File: src/rtl/sparc_boot_pkg.sv
// Shared types and helpers for the SPARC program-image loader.
// Loader FSM states and width helpers.
package sparc_boot_pkg;

  typedef enum logic [2:0] {
    IDLE,
    WRITE,
    PULSE,
    RUN,
    HALT
  } boot_state_t;

  function automatic int bytes_of(input int data_w);
    return data_w / 8;
  endfunction

  function automatic int max_of(input int a, input int b);
    return (a > b) ? a : b;
  endfunction

endpackage

File: src/rtl/boot_watchdog.sv
// Loadable up-counter with terminal-count flag.
// Shared between the reset-pulse timer and the run watchdog.
module boot_watchdog #(
  parameter int CNT_W = 17
) (
  input  logic             clk,
  input  logic             rst,
  input  logic             load,
  input  logic             en,
  input  logic [CNT_W-1:0] term,
  output logic             tc
);

  logic [CNT_W-1:0] count;
  logic [CNT_W-1:0] term_q;

  // load restarts from zero; counting parks at the terminal value
  always_ff @(posedge clk) begin
    if (rst) begin
      count  <= '0;
      term_q <= '0;
    end else if (load) begin
      count  <= '0;
      term_q <= term;
    end else if (en && count != term_q) begin
      count <= count + CNT_W'(1);
    end
  end

  assign tc = (count == term_q);

endmodule

File: src/rtl/boot_loader.sv
// Streams an image big-endian into byte RAM, then pulses
// core reset and runs a watchdog until timeout.
module boot_loader
  import sparc_boot_pkg::*;
#(
  parameter int DATA_W     = 32,
  parameter int ADDR_W     = 9,
  parameter int BASE_ADDR  = 0,
  parameter int RST_CYCLES = 2,
  parameter int TIMEOUT    = 100000
) (
  input  logic              Clk,
  input  logic              RESET,
  input  logic              in_valid,
  input  logic [DATA_W-1:0] in_data,
  input  logic              in_last,
  output logic              in_ready,
  output logic              mem_we,
  output logic [ADDR_W-1:0] mem_addr,
  output logic [7:0]        mem_data,
  output logic              cpu_reset,
  output logic              running,
  output logic              done,
  output logic              timeout,
  output logic              error,
  output logic [ADDR_W-1:0] words_loaded
);

  localparam int BYTES   = bytes_of(DATA_W);
  localparam int BC_W    = (BYTES > 1) ? $clog2(BYTES) : 1;
  localparam int CNT_MAX = max_of(RST_CYCLES, TIMEOUT);
  localparam int CNT_W   = $clog2(CNT_MAX + 1);

  localparam logic [CNT_W-1:0] PULSE_TC = CNT_W'(RST_CYCLES - 1);
  localparam logic [CNT_W-1:0] RUN_TC   = CNT_W'(TIMEOUT - 1);
  localparam logic [BC_W-1:0]  LAST_B   = BC_W'(BYTES - 1);

  localparam logic [ADDR_W:0] MEM_SZ  = {1'b1, {ADDR_W{1'b0}}};
  localparam logic [ADDR_W:0] BYTES_W = (ADDR_W+1)'(BYTES);
  localparam logic [ADDR_W:0] BASE    = (ADDR_W+1)'(BASE_ADDR);

  boot_state_t       state;
  logic [ADDR_W:0]   ptr;
  logic [DATA_W-1:0] shreg;
  logic [BC_W-1:0]   bcnt;
  logic              last_q;

  logic              fits;
  logic              accept;
  logic              byte_end;
  logic              wd_load;
  logic              wd_en;
  logic              wd_tc;
  logic [CNT_W-1:0]  wd_term;

  // ptr carries one extra bit so a full RAM never wraps to zero
  assign fits     = (ptr + BYTES_W) <= MEM_SZ;
  assign accept   = in_valid && in_ready;
  assign byte_end = (state == WRITE) && (bcnt == LAST_B);
  assign mem_addr = ptr[ADDR_W] ? {ADDR_W{1'b1}}
                                : ptr[ADDR_W-1:0];

  assign wd_load = (byte_end && last_q)
                || (state == PULSE && wd_tc);
  assign wd_en   = (state == PULSE) || (state == RUN);
  assign wd_term = (state == WRITE) ? PULSE_TC : RUN_TC;

  boot_watchdog #(
    .CNT_W(CNT_W)
  ) u_wd (
    .clk (Clk),
    .rst (RESET),
    .load(wd_load),
    .en  (wd_en),
    .term(wd_term),
    .tc  (wd_tc)
  );

  // loader FSM with registered outputs
  always_ff @(posedge Clk) begin
    if (RESET) begin
      state        <= IDLE;
      in_ready     <= 1'b0;
      mem_we       <= 1'b0;
      mem_data     <= '0;
      cpu_reset    <= 1'b1;
      running      <= 1'b0;
      done         <= 1'b0;
      timeout      <= 1'b0;
      error        <= 1'b0;
      words_loaded <= '0;
      ptr          <= BASE;
      shreg        <= '0;
      bcnt         <= '0;
      last_q       <= 1'b0;
    end else begin
      unique case (state)
        IDLE: begin
          cpu_reset <= 1'b1;
          if (accept) begin
            in_ready <= 1'b0;
            if (!fits) begin
              error <= 1'b1;
              state <= HALT;
            end else begin
              mem_we   <= 1'b1;
              mem_data <= in_data[DATA_W-1 -: 8];
              shreg    <= in_data << 8;
              last_q   <= in_last;
              bcnt     <= '0;
              if (words_loaded != {ADDR_W{1'b1}})
                words_loaded <= words_loaded + ADDR_W'(1);
              state    <= WRITE;
            end
          end else begin
            in_ready <= 1'b1;
          end
        end
        WRITE: begin
          ptr <= ptr + (ADDR_W+1)'(1);
          if (bcnt == LAST_B) begin
            mem_we <= 1'b0;
            if (last_q) begin
              state <= PULSE;
            end else begin
              in_ready <= 1'b1;
              state    <= IDLE;
            end
          end else begin
            bcnt     <= bcnt + BC_W'(1);
            mem_data <= shreg[DATA_W-1 -: 8];
            shreg    <= shreg << 8;
          end
        end
        PULSE: begin
          if (wd_tc) begin
            cpu_reset <= 1'b0;
            running   <= 1'b1;
            done      <= 1'b1;
            state     <= RUN;
          end
        end
        RUN: begin
          if (wd_tc) begin
            cpu_reset <= 1'b1;
            running   <= 1'b0;
            timeout   <= 1'b1;
            state     <= HALT;
          end
        end
        HALT: begin
          in_ready  <= 1'b0;
          cpu_reset <= 1'b1;
          running   <= 1'b0;
        end
        default: state <= HALT;
      endcase
    end
  end

endmodule

File: config.mk
export PLATFORM = sky130hd
export DESIGN_NAME = boot_loader
export DESIGN_NICKNAME = d
export VERILOG_FILES = /design/src/rtl/sparc_boot_pkg.sv /design/src/rtl/boot_watchdog.sv /design/src/rtl/boot_loader.sv
export SDC_FILE = /design/constraint.sdc
export NUM_CORES = 1
export LEC_CHECK = 0
export ABC_CLOCK_PERIOD_IN_PS = 2800
export CAP_MARGIN = 20
export CORE_ASPECT_RATIO = 1.1
export CORE_MARGIN = 8
export CORE_UTILIZATION = 45
export DETAILED_ROUTE_END_ITERATION = 8
export DONT_BUFFER_PORTS = 1
export REMOVE_ABC_BUFFERS = 1
export SLEW_MARGIN = 20
export SYNTH_ARGS = -nofsm -noshare
export SYNTH_HDL_FRONTEND = slang
export SYNTH_HIERARCHICAL = 1
export SYNTH_SLANG_ARGS = --single-unit
File: constraint.sdc
create_clock -name Clk -period 2.8 [get_ports Clk]
set_input_delay 0.42 -clock Clk [delete_from_list [all_inputs] [get_ports Clk]]
set_output_delay 0.42 -clock Clk [all_outputs]
set_load 0.05 [all_outputs]
==> run metrics, run 1 <==
WP data required 3.06 ns; drt total wl 10600 um; largest net degree at the start of global routing 86; CP Buf/Inv Count 1; die height 122 um; fin. max-slew vios 0; Leak 1.94 nW; area grow syn2layout 9.74%; Die Span X 112 um; largest area contributor in the netlist dfxtp_1; reg2reg path depth 11; post-route insts no fill 662; Core Rows 38; vias in the first global route 3571; Post-DRT Antenna Nets 0; synthesized cell area 4570 um2; final instance area 5020 um2; Slowest-stage cell, CP nor4_4; layout cells sized above 1 11.3%; CP Data Arrival Time 2.88 ns; placed cell count 646; DR iter-0 viols 223; worst-margin pin slew 0.664 ns; Synth top area share 42.9%; critical path depth 11; max_slew headroom 55.5%; crit path max fanout 9; multi-input logic area 2500 um2; PwrDens 530 nW/um2; final cycle utilization of the critical path 93.6%; Psw 0.000736 W; critical path class flop to flop; Int Pwr 0.00192 W; FF/Latch Area 1960 um2; synth warn 6; sw frac 27.7%; Final Hold Viols 0; Final Skew 0.0147 ns; Worst Setup SP u_wd/count[12]; antenna cells 0; drt drc 0; status finished, final reports clean; Crit path max-delay family simple AND/OR/NAND/NOR gates; max cap viols 0; Inserted Clock Buffers 9; # clock sinks 98; via count 3716; placed cell areas 4810 um2; detailed placement HPWL 7360 um; Core Area 9890 um2; Netlist cell types 48; CTS root buf clkbuf_8; f_max 382 MHz; H-tree Lvls 3; starting density of the core 46.2%; CTS clk-pin slew, worst paths 0.08 ns; die footprint 13600 um2; Seq pwr share 58.2%; startpoint types flop; R2R Path Start u_wd/count[12]; ys flop type dfxtp_1; IO Pins 69; crit end category flop; Seq/Total Area, Yosys 42.9%; first-pass GRT wire length 17300 um; synth top area cells dfxtp_1 (43%), mux2i_1 (9.8%), nor2_1 (6.7%), a211oi_1 (4.6%), a21oi_1 (3.8%); crit-path max cell delay 0.39 ns; min-delay src RESET; #FFs+latches synth 98; GRT Overall Usage 15.5%; Post-synth EDFFs 0; fillers 966; worst ir drop on vdd 0.247 mV; Setup violations, final 0; routed len/inst 16.0 um; Net count, final 581; # port buffers 0; drt via density 5.61; crit path cell chain xnor2_1, nand4_2, nor4_4, nand2_1, inv_1, nor2b_1, nor3b_2, a31o_2, or2_2, nor2_1, a41o_1; initial antenna violation count 0; drt pass-1 iters 4; Clock Power Share 32.1%; synthesized area per cell 8.69 um2; Bufs on Longest Clock Path 2; WHS Path Cells 1; Cells after Synth 526; gpl congestion 0.798; Hold WC Path Type input port to flop; CTS tree done; worst skew pair latency 0.37 ns; GRT overflow 0; share of flip-flops with an asynchronous set or reset 0%; Gate power share 9.7%; post-layout min period 2.62 ns
metal layers:
metal  GRT usage (%)  share of wire, %
met1            17.4                43
met3            3.71               4.7
met4            7.09               1.5
met2            27.4                51
met5               0                 0
worst register-to-register path, stage by stage (launching register included):
cell,delay [ns]
dfxtp_2,0.37
xnor2_1,0.19
nand4_2,0.16
nor4_4,0.39
nand2_1,0.18
inv_1,0.10
nor2b_1,0.19
nor3b_2,0.23
a31o_2,0.19
or2_2,0.24
nor2_1,0.06
a41o_1,0.23
synthesized netlist by cell type, types with 2 or more instances:
cell type / number
a2111oi_0: 2
ha_1: 6
or2_2: 10
conb_1: 2
clkbuf_1: 19
nor3_1: 4
mux2i_1: 45
o21ai_1: 3
inv_1: 7
nand4_1: 7
dfxtp_1: 98
nor2_1: 82
buf_6: 3
xor2_1: 8
nor3b_1: 2
nand3_1: 21
or3_1: 13
o21ai_0: 9
o211ai_1: 5
buf_2: 3
nand2_1: 45
nand4b_1: 3
and2_1: 4
a21oi_1: 35
or4_1: 8
o31ai_1: 7
xnor2_1: 19
o21a_1: 4
a31oi_1: 2
a211oi_1: 28
buf_1: 3
and3_1: 3
final cells by class:
class	count	area share, %
Tap cell	120	2.99
Timing Repair Buffer	24	3.99
Clock buffer	11	3.02
Clock inverter	3	0.499
Inverter	8	0.598
Multi-Input combinational cell	398	49.8
Sequential cell	98	39.1
power groups by stage:
stage | sequential (W) | clock, W | combinational (W)
global route | 0.00156 | 0.000937 | 0.000289
detailed placement | 0.00158 | 0 | 0.000258
CTS | 0.00155 | 0.000888 | 0.000259
global placement | 0.00158 | 0 | 0.000251
floorplan | 0.00158 | 0 | 0.000191
finish | 0.00155 | 0.000855 | 0.000258
final timing paths:
kind                                         to  slack (ns)
worst max register to register   u_wd/count[10]        0.18
worst max-delay path             u_wd/count[10]        0.18
worst min-delay path            words_loaded[4]        0.13
worst min register to register        shreg[11]        0.47
registers in the layout (all words and copies together) (netlist names), 2 cells and up:
| name | cells |
|---|---|
| bcnt | 2 |
| mem_data | 8 |
| ptr | 10 |
| shreg | 24 |
| state | 3 |
| u_wd/count | 17 |
| u_wd/term_q | 17 |
| words_loaded | 9 |
per-stage QoR:
step                      utilization, %  hold WS, ns  worst slack (ns)  total power (W)  TNS (ns)
after global placement              48.6        0.449             0.148          0.00183         0
after detailed placement            48.6        0.455            0.0581          0.00184         0
after global routing                50.7        0.106           -0.0166          0.00278   -0.0304
after CTS                           50.4        0.102            0.0259          0.00270         0
final                               50.7        0.127             0.179          0.00266         0
after floorplan                        -        0.441             -1.60          0.00178    -38.65
logic make-up after synthesis:
group,Yosys count,synth area share (%)
other,2,0.164
AOI/OAI and AO/OA,102,14.5
muxes,45,9.85
DFF,98,42.9
and+or+nand+nor,210,22.2
xor gates and xnor gates,27,5.17
buffers and inverters,36,3.53
adders and majority gates,6,1.64
cells in the final DEF (no fill, tap or decap), drive strengths merged, types with 5 or more instances in the layout:
master | synthesis | final
o211ai | 5 | 5
or3 | 14 | 14
buf | 9 | 24
a21oi | 35 | 35
conb | 2 | 8
xnor2 | 19 | 19
mux2i | 45 | 45
nor3 | 5 | 5
xor2 | 8 | 8
dfxtp | 98 | 98
nor2 | 82 | 82
nand4 | 8 | 8
or2 | 11 | 11
ha | 6 | 6
nand2 | 45 | 45
o31ai | 7 | 7
clkbuf | 19 | 11
or4 | 8 | 8
a211oi | 28 | 28
inv | 8 | 9
o21ai | 12 | 12
nand3 | 21 | 21
what timing repair did:
action | 4_1_cts | 5_1_grt
setup endpoints to repair | 0 | 28
buffers inserted | 0 | 2
resized for setup | 0 | 5
hold buffers | 0 | 0
(Power assumes the default switching activity.)
==> run 2, diff against run 1 <==
CTS_CLUSTER_SIZE = 30   (was not set)
RECOVER_POWER = 100   (was not set)
==> run 2 against run 1 <==
Compared with the run above:
- worst setup slack got worse by 0.0053 ns
- first-iteration DRC count fell by 11%
- global-route usage did not move
- register-to-register slack about the same
- critical endpoint unchanged
- clock power is 0.6% lower
- design area is 0.75% lower
- clock-buffer cell count is the same
- utilization is 0.38 points lower
==> run metrics, run 2 (synthesis results as in run 1) <==
status finished, final reports clean; IO Pins 69 (unchanged); drt drc 0 (unchanged); post-layout min period 2.63 ns (+0.00526 ns); DR iter-0 viols 198 (-11%); worst skew pair latency 0.37 ns (about the same); Setup WS pre-CTS 0.0581 ns (unchanged); gpl congestion 0.798 (unchanged); WP data required 3.06 ns (about the same); final worst setup slack 0.174 ns (-0.00526 ns); worst reg2reg endpoint u_wd/count[10]; CTS clk-pin slew, worst paths 0.09 ns (about the same); fillers 973 (+0.72%); Biggest register shreg; Bufs on Longest Clock Path 2 (unchanged); CTS Hold Buffers Added 0 (unchanged); worst-margin pin slew 0.941 ns (+0.277 ns); reg2reg path depth 11 (unchanged); PwrDens 532 nW/um2 (+0.41%); via count 3716 (unchanged); layout cells sized above 1 7.56% (-3.7 points); Leak 1.86 nW (-3.9%); Worst R2R Setup Slack 0.17 ns (about the same); fin. max-slew vios 0 (unchanged); Core Rows 38 (unchanged); first-pass GRT wire length 17300 um (unchanged); antenna cells 0 (unchanged); CTS tree done; crit path max fanout 9 (unchanged); R2R Path Start u_wd/count[12]; area grow syn2layout 8.92%; initial antenna violation count 0 (unchanged); die height 122 um (unchanged); Final Hold Viols 0 (unchanged); GRT Overall Usage 15.5% (unchanged); most frequent cells in the layout dfxtp_1 (97), nor2_1 (81), nand2_1 (45), mux2i_1 (45), a21oi_1 (35); f_max 381 MHz (-0.20%); # clock sinks 98 (unchanged); Hold WC Path Type input port to flop; min-delay src RESET; WHS Path Cells 1 (unchanged); Inserted Clock Buffers 9 (unchanged); largest net degree at the start of global routing 86 (unchanged); vias in the first global route 3571 (unchanged); max_slew headroom 37.2% (-18 points); startpoint types flop; Final Skew 0.0141 ns (-0.000624 ns); final cycle utilization of the critical path 93.8% (+0.19 points); critical path class flop to flop; CTS root buf clkbuf_8; flip-flop count of the largest register after layout 24 (unchanged); Setup violations, final 0 (unchanged); post-route insts no fill 662 (unchanged); Min Hold Slack 0.130 ns (+0.00320 ns); top flop regs shreg: 24 flops, u_wd/count: 17 flops, u_wd/term_q: 17 flops; routed len/inst 15.9 um (-0.76%); worst ir drop on vdd 0.243 mV (-1.4%); # port buffers 0 (unchanged); commonest non-fill, non-tap cell in the layout dfxtp_1; Post-DRT Antenna Nets 0 (unchanged); starting density of the core 46.2% (unchanged); placed cell count 646 (unchanged); CP Data Arrival Time 2.88 ns (about the same); detailed placement HPWL 7360 um (unchanged); WHS Endpoint words_loaded[4]; crit end category flop; Core Area 9890 um2 (unchanged); Net count, final 581 (unchanged); drt pass-1 iters 4 (unchanged); max cap viols 0 (unchanged); Die Span X 112 um (unchanged); drt total wl 10500 um (-0.76%); die footprint 13600 um2 (unchanged); H-tree Lvls 3 (unchanged); drt via density 5.61 (unchanged); GRT overflow 0 (unchanged)
==> run 2: changes by cell type in the layout (fill, tap and decap cells not counted), sizes merged <==
cell and delta:
buf -10, clkbuf +10
==> run 2: worst max-delay path, cell delays in order (launching register included) <==
cell and delay, ns:
dfxtp_2 0.37, xnor2_1 0.18, nand4_2 0.16, nor4_4 0.39, nand2_1 0.18, inv_1 0.10, nor2b_1 0.19, nor3b_2 0.22
a31o_2 0.19, or2_2 0.25, nor2_1 0.06, a41o_1 0.23
==> run 2: layer usage <==
layer	vias to the layer above	GRT usage [%]	routed length, um
li1	1878	-	-
met2	76	27.4	5350
met3	13	3.71	524
met1	1749	17.4	4450
met4	0	7.09	197
met5	-	0	0
==> run 2: worst max-delay path by stage <==
stage | endpoint | slack, ns | start
after detailed placement | u_wd/term_q[16] | 0.06 | u_wd/count[12]
after global routing | u_wd/count[10] | -0.02 | u_wd/count[7]
final | u_wd/count[10] | 0.17 | u_wd/count[12]
after global placement | u_wd/term_q[8] | 0.15 | u_wd/count[12]
after CTS | u_wd/term_q[16] | 0.03 | u_wd/count[12]
after floorplan | mem_data[0] | -1.60 | in_ready
==> run 2: report_power, final <==
part | total [W] | leakage, nW | switching [W] | internal, W
logic | 0.000254 | 0.980 | 0.000154 | 0.000100
clock network | 0.000850 | 0.0879 | 0.000482 | 0.000367
registers | 0.00155 | 0.797 | 0.0000936 | 0.00145
==> run 2: timing repair <==
item	CTS	global route
setup buffers	0	2
endpoints found under the hold margin	0	0
gates resized for setup	0	5
setup endpoints to repair	0	28
==> run 2: final cells by class <==
cell class	instances	area (um2)	share of cell area, %
clock buffer	11	151	3.04
clock inverter	3	25.0	0.502
inverter	8	30.0	0.603
multi-input combinational	398	2500	50.2
sequential	98	1960	39.4
tap	120	150	3.01
timing repair buffer	24	163	3.27
==> run 2: stage by stage <==
stage	total power (W)	cell area, um2	utilization (%)	setup TNS (ns)
after floorplan	0.00178	4460	-	-38.65
after global placement	0.00183	4810	48.6	0
after detailed placement	0.00184	4810	48.6	0
after CTS	0.00270	4980	50.4	0
after global routing	0.00278	4980	50.4	-0.0304
final	0.00265	4980	50.4	0
==> run 3, diff against run 2 <==
CORE_ASPECT_RATIO = not set   (was 1.1)
REMOVE_ABC_BUFFERS = not set   (was 1)
==> run 3 against run 2 <==
Compared with the run above:
- via count fell by 2.5%
- non-clock buffer count is 1 lower
- wire length decreased by 3.2%
- worst hold slack worse by 0.0052 ns
- first-iteration DRC count down 31%
- final cell count up 2.6%
- clock skew increased by 0.0050 ns
- sequential share of layout area is essentially flat
- register-to-register slack about the same
- die area about the same
- design area is essentially flat
- sequential cell count unchanged
- largest power group unchanged
- highest routed layer unchanged
==> run metrics, run 3 (synthesis results as in run 1) <==
status finished, final reports clean; WP data required 3.10 ns (+0.04 ns); GRT Overall Usage 15.4% (-0.13 points); CTS clk-pin slew, worst paths 0.11 ns (+0.02 ns); die footprint 13600 um2 (about the same); R2R Path Start state[0]; most frequent cells in the layout dfxtp_1 (95), nor2_1 (81), nand2_1 (45), mux2i_1 (45), a21oi_1 (35); largest net degree at the start of global routing 86 (unchanged); # port buffers 0 (unchanged); crit path max fanout 10 (+1); IO Pins 69 (unchanged); fillers 1058 (+8.7%); Inserted Clock Buffers 9 (unchanged); RSZ-0062 raised after global routing no; initial antenna violation count 0 (unchanged); # clock sinks 98 (unchanged); die height 117 um (-4.0%); Worst Setup SP state[0]; final cycle utilization of the critical path 93.7% (about the same); Leak 1.85 nW (-0.74%); H-tree Lvls 3 (unchanged); Net count, final 580 (-0.17%); routed len/inst 15.0 um (-5.6%); layout cells sized above 1 7.37% (-0.20 points); gpl congestion 0.809 (+1.4%); worst skew pair latency 0.36 ns (about the same); crit path cell chain or2_0, or3_1, or4_1, or4_1, a21oi_1; CTS root buf clkbuf_8; routed wl met2 4830 um (-9.6%); multi-input logic area 2490 um2 (-0.40%); Biggest register shreg; drt pass-1 iters 4 (unchanged); WHS Endpoint done; PwrDens 534 nW/um2 (+0.41%); Critical Path Most Common Cell or4_1; via count 3623 (-2.5%); met3 wire length 492 um (-6.1%); Core Rows 37 (-2.6%); area grow syn2layout 8.95% (about the same); DR top layer met4; max cap viols 0 (unchanged); Slowest-stage cell, CP or4_1; Crit path max-delay family simple AND/OR/NAND/NOR gates; DR iter-0 viols 136 (-31%); first-pass GRT wire length 16900 um (-2.7%); Die Span X 117 um (+4.2%); Core Area 10100 um2 (+2.0%); GRT overflow 0 (unchanged); f_max 381 MHz (about the same); crit end category flop; drt drc 0 (unchanged); top flop regs shreg: 24 flops, u_wd/count: 17 flops, u_wd/term_q: 17 flops; Final TNS setup 0 ns (unchanged); critical path class flop to flop; antenna cells 0 (unchanged); Setup WS pre-CTS 0.0315 ns (-0.0266 ns); Worst R2R Setup Slack 0.18 ns (about the same); detailed placement HPWL 7140 um (-2.9%); final worst setup slack 0.175 ns (+0.00153 ns); CTS tree done; vias in the first global route 3492 (-2.2%); fin. max-slew vios 0 (unchanged); drt total wl 10200 um (-3.2%); Post-DRT Antenna Nets 0 (unchanged); wl on met1 4640 um (+4.3%); reg2reg path depth 5 (-6); worst-margin pin slew 0.853 ns (-0.0878 ns); commonest non-fill, non-tap cell in the layout dfxtp_1; starting density of the core 45.3% (-0.93 points); crit-path max cell delay 0.70 ns (+0.31 ns); FF/Latch Area 1970 um2 (+0.13%); startpoint types flop; worst ir drop on vdd 0.266 mV (+9.5%); worst reg2reg endpoint words_loaded[7]; min-delay src RESET; Setup violations, final 0 (unchanged); Hold WC Path Type input port to flop; max_slew headroom 43.0% (+5.8 points); post-layout min period 2.62 ns (-0.00153 ns); Final Skew 0.0191 ns (+0.00497 ns); flip-flop count of the largest register after layout 24 (unchanged); Final Hold Viols 0 (unchanged); WHS Path Cells 1 (unchanged); Bufs on Longest Clock Path 2 (unchanged); CP Data Arrival Time 2.92 ns (+0.04 ns); CP Buf/Inv Count 0 (-1); overall power 0.00266 W (+0.43%); drt via density 5.34 (-4.9%)
## run 3: worst reg2reg max path, stage by stage, from the launching register on
cell and delay [ns]:
dfxtp_1 0.40, or2_0 0.36, or3_1 0.44, or4_1 0.70, or4_1 0.52, a21oi_1 0.15
## run 3: area by class of cell
cell class / count / share of cell area, %
inverter: 8 / 0.603
multi-input combinational: 398 / 49.9
clock buffer: 11 / 2.84
sequential: 98 / 39.5
timing repair buffer: 23 / 2.89
clock inverter: 5 / 0.854
tap: 136 / 3.42
## run 3: worst max-delay path by stage
| stage | endpoint | depth (start not counted) | slack, ns |
|---|---|---|---|
| 6_report | words_loaded[7] | 5 | 0.18 |
| 5_1_grt | u_wd/count[10] | 11 | 0.002 |
| 4_1_cts | u_wd/count[10] | 11 | 0.05 |
| 3_5_place_dp | u_wd/term_q[13] | 11 | 0.03 |
| 3_3_place_gp | u_wd/term_q[1] | 11 | 0.18 |
| 2_1_floorplan | u_wd/term_q[10] | 12 | 0.02 |
## run 3: timing repair
item                                    4_1_cts  5_1_grt
gates resized for setup                       1        8
pin swaps                                     0        0
hold buffers                                  0        0
endpoints found under the setup margin        5       30
buffers inserted                              0        1
## run 3: metal layers
layer / track usage (%) / up-vias
li1: - / 1878
met1: 18.6 / 1660
met2: 25.5 / 67
met3: 3.80 / 18
met4: 6.48 / 0
met5: 0 / -
## run 3: power breakdown
group	switching (W)	total, W	internal [W]	leakage, nW
clock	0.000505	0.000865	0.000360	0.0909
sequential	0.0000943	0.00155	0.00145	0.798
combinational	0.000154	0.000250	0.0000953	0.962
total	0.000754	0.00266	0.00191	1.85
## run 3: per-stage QoR
step / hold slack, ns / instances / cell area (um2) / utilization, %
6_report: 0.125 / 679 / 4980 / 49.4
3_5_place_dp: 0.457 / 661 / 4810 / 47.6
3_3_place_gp: 0.452 / 661 / 4810 / 47.6
5_1_grt: 0.0934 / 679 / 4980 / 49.4
4_1_cts: 0.101 / 677 / 4990 / 49.5
2_1_floorplan: 0.447 / 532 / 4600 / -
